[src/rtl/exp_taylor_term_gen_if.sv]
// Term stream interface for the Taylor-series term generator.
// The requester drives start/x/n_terms and term_ready; the generator drives
// the term stream and its status flags.
interface exp_taylor_term_gen_if #(
    parameter int N_W = 4
);
    logic           start;
    logic [31:0]    x;
    logic [N_W-1:0] n_terms;
    logic           busy;
    logic [31:0]    term_out;
    logic [N_W-1:0] term_idx;
    logic           term_last;
    logic           term_valid;
    logic           term_ready;
    logic           done;

    modport master (
        output start, x, n_terms, term_ready,
        input  busy, term_out, term_idx, term_last, term_valid, done
    );

    modport slave (
        input  start, x, n_terms, term_ready,
        output busy, term_out, term_idx, term_last, term_valid, done
    );
endinterface

[src/rtl/exp_taylor_term_gen.sv]
// Sequential FP32 generator of the terms x^k/k! for k = 0..n-1.
// Each term is built from the previous one as (t * x) * (1/k), using one
// shared FP32 multiplier over two cycles, then held on the stream until taken.
module exp_taylor_term_gen #(
    parameter int MAX_TERMS = 12,
    parameter int N_W       = 4
) (
    input  logic                  clk,
    input  logic                  rst_n,
    exp_taylor_term_gen_if.slave  bus
);
    localparam logic [31:0]    FP_ONE   = 32'h3F80_0000;
    localparam logic [N_W-1:0] MAX_LAST = N_W'(MAX_TERMS - 1);

    typedef enum logic [1:0] {S_IDLE, S_OUT, S_MUL_X, S_MUL_R} state_e;

    state_e         state_q, state_d;
    logic [31:0]    acc_q, acc_d;
    logic [31:0]    x_q, x_d;
    logic [N_W-1:0] k_q, k_d;
    logic [N_W-1:0] last_q, last_d;
    logic           done_q, done_d;
    logic [31:0]    mul_b;
    logic [31:0]    mul_y;

    // FP32 reciprocals 1/k, round-to-nearest-even.
    function automatic logic [31:0] recip_rom(input logic [N_W-1:0] k);
        case (int'(k))
            1:       recip_rom = 32'h3F80_0000;
            2:       recip_rom = 32'h3F00_0000;
            3:       recip_rom = 32'h3EAA_AAAB;
            4:       recip_rom = 32'h3E80_0000;
            5:       recip_rom = 32'h3E4C_CCCD;
            6:       recip_rom = 32'h3E2A_AAAB;
            7:       recip_rom = 32'h3E12_4925;
            8:       recip_rom = 32'h3E00_0000;
            9:       recip_rom = 32'h3DE3_8E39;
            10:      recip_rom = 32'h3DCC_CCCD;
            11:      recip_rom = 32'h3DBA_2E8C;
            12:      recip_rom = 32'h3DAA_AAAB;
            13:      recip_rom = 32'h3D9D_89D9;
            14:      recip_rom = 32'h3D92_4925;
            15:      recip_rom = 32'h3D88_8889;
            default: recip_rom = FP_ONE;
        endcase
    endfunction

    // FP32 multiply, RNE, zero/subnormal inputs and underflow flush to signed
    // zero, overflow saturates to signed infinity. Inf/NaN inputs unsupported.
    function automatic logic [31:0] fmul(input logic [31:0] a, input logic [31:0] b);
        logic        sign;
        logic [47:0] prod;
        logic        hi;
        logic [23:0] mant;
        logic        guard;
        logic        sticky;
        logic        rnd;
        logic [24:0] mant_r;
        logic [22:0] frac;
        logic [10:0] e_sum;
        logic [31:0] res;
        sign = a[31] ^ b[31];
        prod = 48'({1'b1, a[22:0]}) * 48'({1'b1, b[22:0]});
        hi   = prod[47];
        if (hi) begin
            mant   = prod[47:24];
            guard  = prod[23];
            sticky = |prod[22:0];
        end else begin
            mant   = prod[46:23];
            guard  = prod[22];
            sticky = |prod[21:0];
        end
        rnd    = guard & (sticky | mant[0]);
        mant_r = {1'b0, mant} + {24'b0, rnd};
        // A rounding carry-out leaves 1.000..0, renormalised by one more bit.
        frac   = mant_r[24] ? mant_r[23:1] : mant_r[22:0];
        // Biased exponent plus the bias, kept unsigned: valid range is 128..381.
        e_sum  = {3'b0, a[30:23]} + {3'b0, b[30:23]} + {10'b0, hi} + {10'b0, mant_r[24]};
        if (a[30:23] == 8'd0 || b[30:23] == 8'd0 || e_sum < 11'd128) begin
            res = {sign, 31'b0};
        end else if (e_sum > 11'd381) begin
            res = {sign, 8'hFF, 23'b0};
        end else begin
            res = {sign, 8'(e_sum - 11'd127), frac};
        end
        return res;
    endfunction

    assign mul_y = fmul(acc_q, mul_b);

    // Next-state, datapath update and multiplier operand select.
    always_comb begin
        // NOTE: every variable gets a default first so no path infers a latch.
        state_d = state_q;
        acc_d   = acc_q;
        x_d     = x_q;
        k_d     = k_q;
        last_d  = last_q;
        done_d  = 1'b0;
        mul_b   = (state_q == S_MUL_X) ? x_q : recip_rom(k_q);
        case (state_q)
            S_IDLE: begin
                if (bus.start) begin
                    x_d   = bus.x;
                    acc_d = FP_ONE;
                    k_d   = '0;
                    if (bus.n_terms == '0) begin
                        last_d = '0;
                    end else if (int'(bus.n_terms) > MAX_TERMS) begin
                        last_d = MAX_LAST;
                    end else begin
                        last_d = bus.n_terms - 1'b1;
                    end
                    state_d = S_OUT;
                end
            end
            S_OUT: begin
                if (bus.term_ready) begin
                    if (k_q == last_q) begin
                        done_d  = 1'b1;
                        state_d = S_IDLE;
                    end else begin
                        k_d     = k_q + 1'b1;
                        state_d = S_MUL_X;
                    end
                end
            end
            S_MUL_X: begin
                acc_d   = mul_y;
                state_d = S_MUL_R;
            end
            S_MUL_R: begin
                acc_d   = mul_y;
                state_d = S_OUT;
            end
            default: state_d = S_IDLE;
        endcase
    end

    // State and datapath registers.
    always_ff @(posedge clk or negedge rst_n) begin
        if (!rst_n) begin
            state_q <= S_IDLE;
            acc_q   <= '0;
            x_q     <= '0;
            k_q     <= '0;
            last_q  <= '0;
            done_q  <= 1'b0;
        end else begin
            // NOTE: non-blocking so every register samples pre-edge values.
            state_q <= state_d;
            acc_q   <= acc_d;
            x_q     <= x_d;
            k_q     <= k_d;
            last_q  <= last_d;
            done_q  <= done_d;
        end
    end

    assign bus.busy       = (state_q != S_IDLE);
    assign bus.term_valid = (state_q == S_OUT);
    assign bus.term_last  = (state_q == S_OUT) && (k_q == last_q);
    assign bus.term_out   = acc_q;
    assign bus.term_idx   = k_q;
    assign bus.done       = done_q;
endmodule

[src/flat_wrapper.sv]
// flat-port wrapper written by rule: the top's interface ports become plain ports
module exp_taylor_term_gen_flat 
#(
    parameter int MAX_TERMS = 12,
    parameter int N_W       = 4
)
  (clk, rst_n, bus_start, bus_x, bus_n_terms, bus_term_ready, bus_busy, bus_term_out, bus_term_idx, bus_term_last, bus_term_valid, bus_done);
  exp_taylor_term_gen_if #(.N_W(N_W)) bus_i ();
  input  logic clk;
  input  logic rst_n;
  input wire logic [$bits(bus_i.start)-1:0] bus_start;
  input wire logic [$bits(bus_i.x)-1:0] bus_x;
  input wire logic [$bits(bus_i.n_terms)-1:0] bus_n_terms;
  input wire logic [$bits(bus_i.term_ready)-1:0] bus_term_ready;
  output wire logic [$bits(bus_i.busy)-1:0] bus_busy;
  output wire logic [$bits(bus_i.term_out)-1:0] bus_term_out;
  output wire logic [$bits(bus_i.term_idx)-1:0] bus_term_idx;
  output wire logic [$bits(bus_i.term_last)-1:0] bus_term_last;
  output wire logic [$bits(bus_i.term_valid)-1:0] bus_term_valid;
  output wire logic [$bits(bus_i.done)-1:0] bus_done;
  assign bus_i.start = bus_start;
  assign bus_i.x = bus_x;
  assign bus_i.n_terms = bus_n_terms;
  assign bus_i.term_ready = bus_term_ready;
  assign bus_busy = bus_i.busy;
  assign bus_term_out = bus_i.term_out;
  assign bus_term_idx = bus_i.term_idx;
  assign bus_term_last = bus_i.term_last;
  assign bus_term_valid = bus_i.term_valid;
  assign bus_done = bus_i.done;
  exp_taylor_term_gen #(.MAX_TERMS(MAX_TERMS), .N_W(N_W)) u_core (.clk(clk), .rst_n(rst_n), .bus(bus_i));
endmodule
[config.mk]
export PLATFORM = sky130hd
export DESIGN_NAME = exp_taylor_term_gen_flat
export DESIGN_NICKNAME = d
export VERILOG_FILES = /design/src/rtl/exp_taylor_term_gen_if.sv /design/src/rtl/exp_taylor_term_gen.sv /design/src/flat_wrapper.sv
export SDC_FILE = /design/constraint.sdc
export NUM_CORES = 2
export LEC_CHECK = 0
export CAP_MARGIN = 20
export CORE_AREA = 2 2 294 296
export CTS_CLUSTER_DIAMETER = 30
export DETAILED_ROUTE_END_ITERATION = 7
export DIE_AREA = 0 0 296 298
export PLACE_DENSITY = 0.54
export SETUP_SLACK_MARGIN = 0.05
export SLEW_MARGIN = 30
export SYNTH_ARGS = -nofsm -noshare
export SYNTH_HDL_FRONTEND = slang
export SYNTH_SLANG_ARGS = --single-unit
[constraint.sdc]
create_clock -name clk -period 25.4 [get_ports clk]
set_input_delay 5.08 -clock clk [delete_from_list [all_inputs] [get_ports clk]]
set_output_delay 5.08 -clock clk [all_outputs]
set_load 0.1 [all_outputs]
==> flow_summary.json <==
{
  "setup_viol": 0,
  "syn_avg_cell_area_sq_um": 8.306,
  "synth_top_area_share_pct": 38.31,
  "postLayoutCoreUtil_pct": 32.56,
  "syn_nets": 3769,
  "dpl.hpwl_um": 62730,
  "period_share_pct": 58.93,
  "cp_slowest_cell": "nor3_1",
  "ir_drop_mv": 0.06388,
  "cp-start-kind": "flip-flop",
  "endpoint_kind": "flip-flop",
  "grt_pass1_vias": 21790,
  "ant_nets": 0,
  "fmax_ghz": 0.06681,
  "seqPwrFrac_pct": 7.1,
  "hold_viol_final": 0,
  "min-delay-path-class": "flip-flop to flip-flop",
  "synth.distinct_cells": 80,
  "p_comb_share_pct": 88.6,
  "hold_buffers": 0,
  "ctsResizeCount": 0,
  "yosys.area.top_type": "fa_1",
  "layout_min_cycle_time_ns": 14.97,
  "slew_headroom_pct": 32.06,
  "synth-edff-count": 0,
  "synth_async_sr_flop_share_pct": 100.0,
  "sw_frac_of_total_pct": 63.66,
  "grt_max_degree": 76,
  "yosysMostFrequentCell": "inv_1",
  "worstPathRequired_ns": 25.70,
  "cts_tree": "yes",
  "overflow": 0,
  "fin_skew_ns": 0.01110,
  "place_area_sq_um": 27360,
  "clock_path_buffers": 2,
  "power.density_nw_per_um2": 108.2,
  "ys_ff_latch": 75,
  "finalSetupTns_ns": 0,
  "initial_core_util_pct": 29.80,
  "rows": 107,
  "power.switching_w": 0.001903,
  "drtIter0Drc": 1234,
  "antenna_found_initial": 4,
  "p_int_w": 0.001086,
  "rsz0062_at_grt": "no",
  "arrival_ns": 15.27,
  "fp.dieH_um": 298,
  "route.detailed.vias_per_inst": 4.903,
  "vias": 20530,
  "syn-cell-area_sq_um": 25290,
  "grt_pass1_wl_um": 128400,
  "power.total_w": 0.002990,
  "cap_violations": 0,
  "dieArea_sq_um": 88210,
  "stdcell_area_sq_um": 27640,
  "synth_common_cells": "inv_1, fa_1, nand2_1",
  "port_buffers": 79,
  "nNetsFinal": 3761,
  "cp_max_fo": 28,
  "num_io_pins": 80,
  "netlist_top_cells_area": "fa_1, ha_1, inv_1",
  "tightest_slew_ns": 1.016,
  "drive_gt1_share_pct": 3.550,
  "ys_seq_area_share_pct": 7.421,
  "core_sq_um": 84880,
  "critical_path_class": "flip-flop to flip-flop",
  "drc": 0,
  "clk_pin_slew_ns": 0.07,
  "root_buffer": "clkbuf_16",
  "syn_to_final_growth_pct": 9.291,
  "ys_warn_count": 0,
  "htreeDepth": 3,
  "max_stage_delay_ns": 0.74,
  "synthCells": 3045,
  "postCtsSetupBuffers": 0,
  "status": "finished clean",
  "p_leak_nw": 13.26,
  "synth-main-ff-cell": "dfrtp_1",
  "clk_latency_ns": 0.38,
  "wire_per_inst_um": 19.23,
  "grt_usage_pct": 18.93,
  "drtPass1Iterations": 5,
  "slew_viol_final": 0,
  "drt_wl_total_um": 80550,
  "numCtsBuffers": 9,
  "cts.sinks": 75,
  "gp_congestion": 0.9204,
  "die_w_um": 296,
  "clkPwrFrac_pct": 4.3
}
## state kept, by name, indices dropped and copies added, names as in the netlist
signal	flops
u_core.bus.term_out	32
u_core.bus.done	1
u_core.x_q	32
u_core.bus.term_idx	4
u_core.state_q	2
u_core.last_q	4
## area by class of cell
type	instances	area [sq um]
diodes	2	5.005
flip-flops and latches	75	1877
clock inverters	6	40.04
inverters	634	2380
repair buffers	130	1165
fillers	9053	57240
clock buffers	10	239.0
well taps	1144	1431
multi-input cells	2187	20500
## cell usage in the layout, fill, tap and decap left out, types with 10 or more instances in the layout
cell type / n
a211oi_1: 16
a21boi_0: 10
a21o_1: 20
a21oi_1: 99
a22o_1: 13
and2_1: 198
and3_1: 21
buf_4: 51
clkdlybuf4s50_1: 76
dfrtp_1: 75
fa_1: 484
ha_1: 199
inv_1: 623
mux2i_1: 16
nand2_1: 470
nand2b_1: 14
nand3_1: 43
nand4_1: 30
nor2_1: 151
nor2b_1: 20
nor3_1: 37
nor4_1: 18
o211ai_1: 15
o21a_1: 17
o21ai_0: 69
o21bai_1: 13
xnor2_1: 43
xor2_1: 28
## path summary, 6_finish.rpt
path	from	end	slack [ns]	depth (start not counted)
worst min register to register	u_core.x_q[19]$_DFFE_PN0P_	u_core.x_q[19]$_DFFE_PN0P_	0.48	2
worst max-delay path	u_core.bus.term_idx[0]$_DFFE_PN0P_	u_core.bus.term_out[22]$_DFFE_PN0P_	10.43	48
max in group asynchronous	rst_n	u_core.bus.term_out[30]$_DFFE_PN0P_	20.15	1
min in group asynchronous	rst_n	u_core.bus.term_out[25]$_DFFE_PN0P_	4.75	1
worst max register to register	u_core.bus.term_idx[0]$_DFFE_PN0P_	u_core.bus.term_out[22]$_DFFE_PN0P_	10.43	48
worst min-delay path	u_core.x_q[19]$_DFFE_PN0P_	u_core.x_q[19]$_DFFE_PN0P_	0.48	2
## power by group through the flow
stage          logic [W]  registers (W)  clock network (W)
6_report         0.00265       0.000212           0.000127
4_1_cts          0.00266       0.000213           0.000130
3_5_place_dp     0.00263       0.000214                  0
3_3_place_gp     0.00264       0.000214                  0
2_1_floorplan    0.00171       0.000322                  0
5_1_grt          0.00293       0.000220           0.000134
## cells by family after synthesis
logic type / share of synthesized area [%]
AND/OR/NAND/NOR: 19.65
buffers and inverters: 11.73
adder cells (fa/ha/maj): 48.21
AO/OA/AOI/OAI: 9.548
flip-flops: 7.421
XOR/XNOR: 2.548
multiplexers: 0.9004
## metrics by stage
stage          instances  setup slack [ns]  hold WS, ns
6_report            4188             10.43       0.4819
5_1_grt             4187             9.181       0.5105
4_1_cts             4186             10.50       0.4849
3_5_place_dp        4170             10.55       0.4644
3_3_place_gp        4170             10.66       0.4573
2_1_floorplan       3045             11.53       0.4369
## layer usage
layer | GRT usage (%) | routed length, um | vias to the layer above
li1 | - | - | 9379
met1 | 25.56 | 35050 | 10480
met2 | 31.37 | 38340 | 556
met3 | 1.925 | 3796 | 119
met4 | 6.806 | 3360 | 0
met5 | 0 | 0 | -
## worst max-delay path, delay by kind of cell (launching register included)
family	cells	cell delay (ns)
buf+inv	9	1.66
flops	1	0.55
simple gates	17	4.75
compound gates	10	2.69
fa+ha+maj	11	4.80
xor+xnor	1	0.41
(Power assumes the default switching activity.)
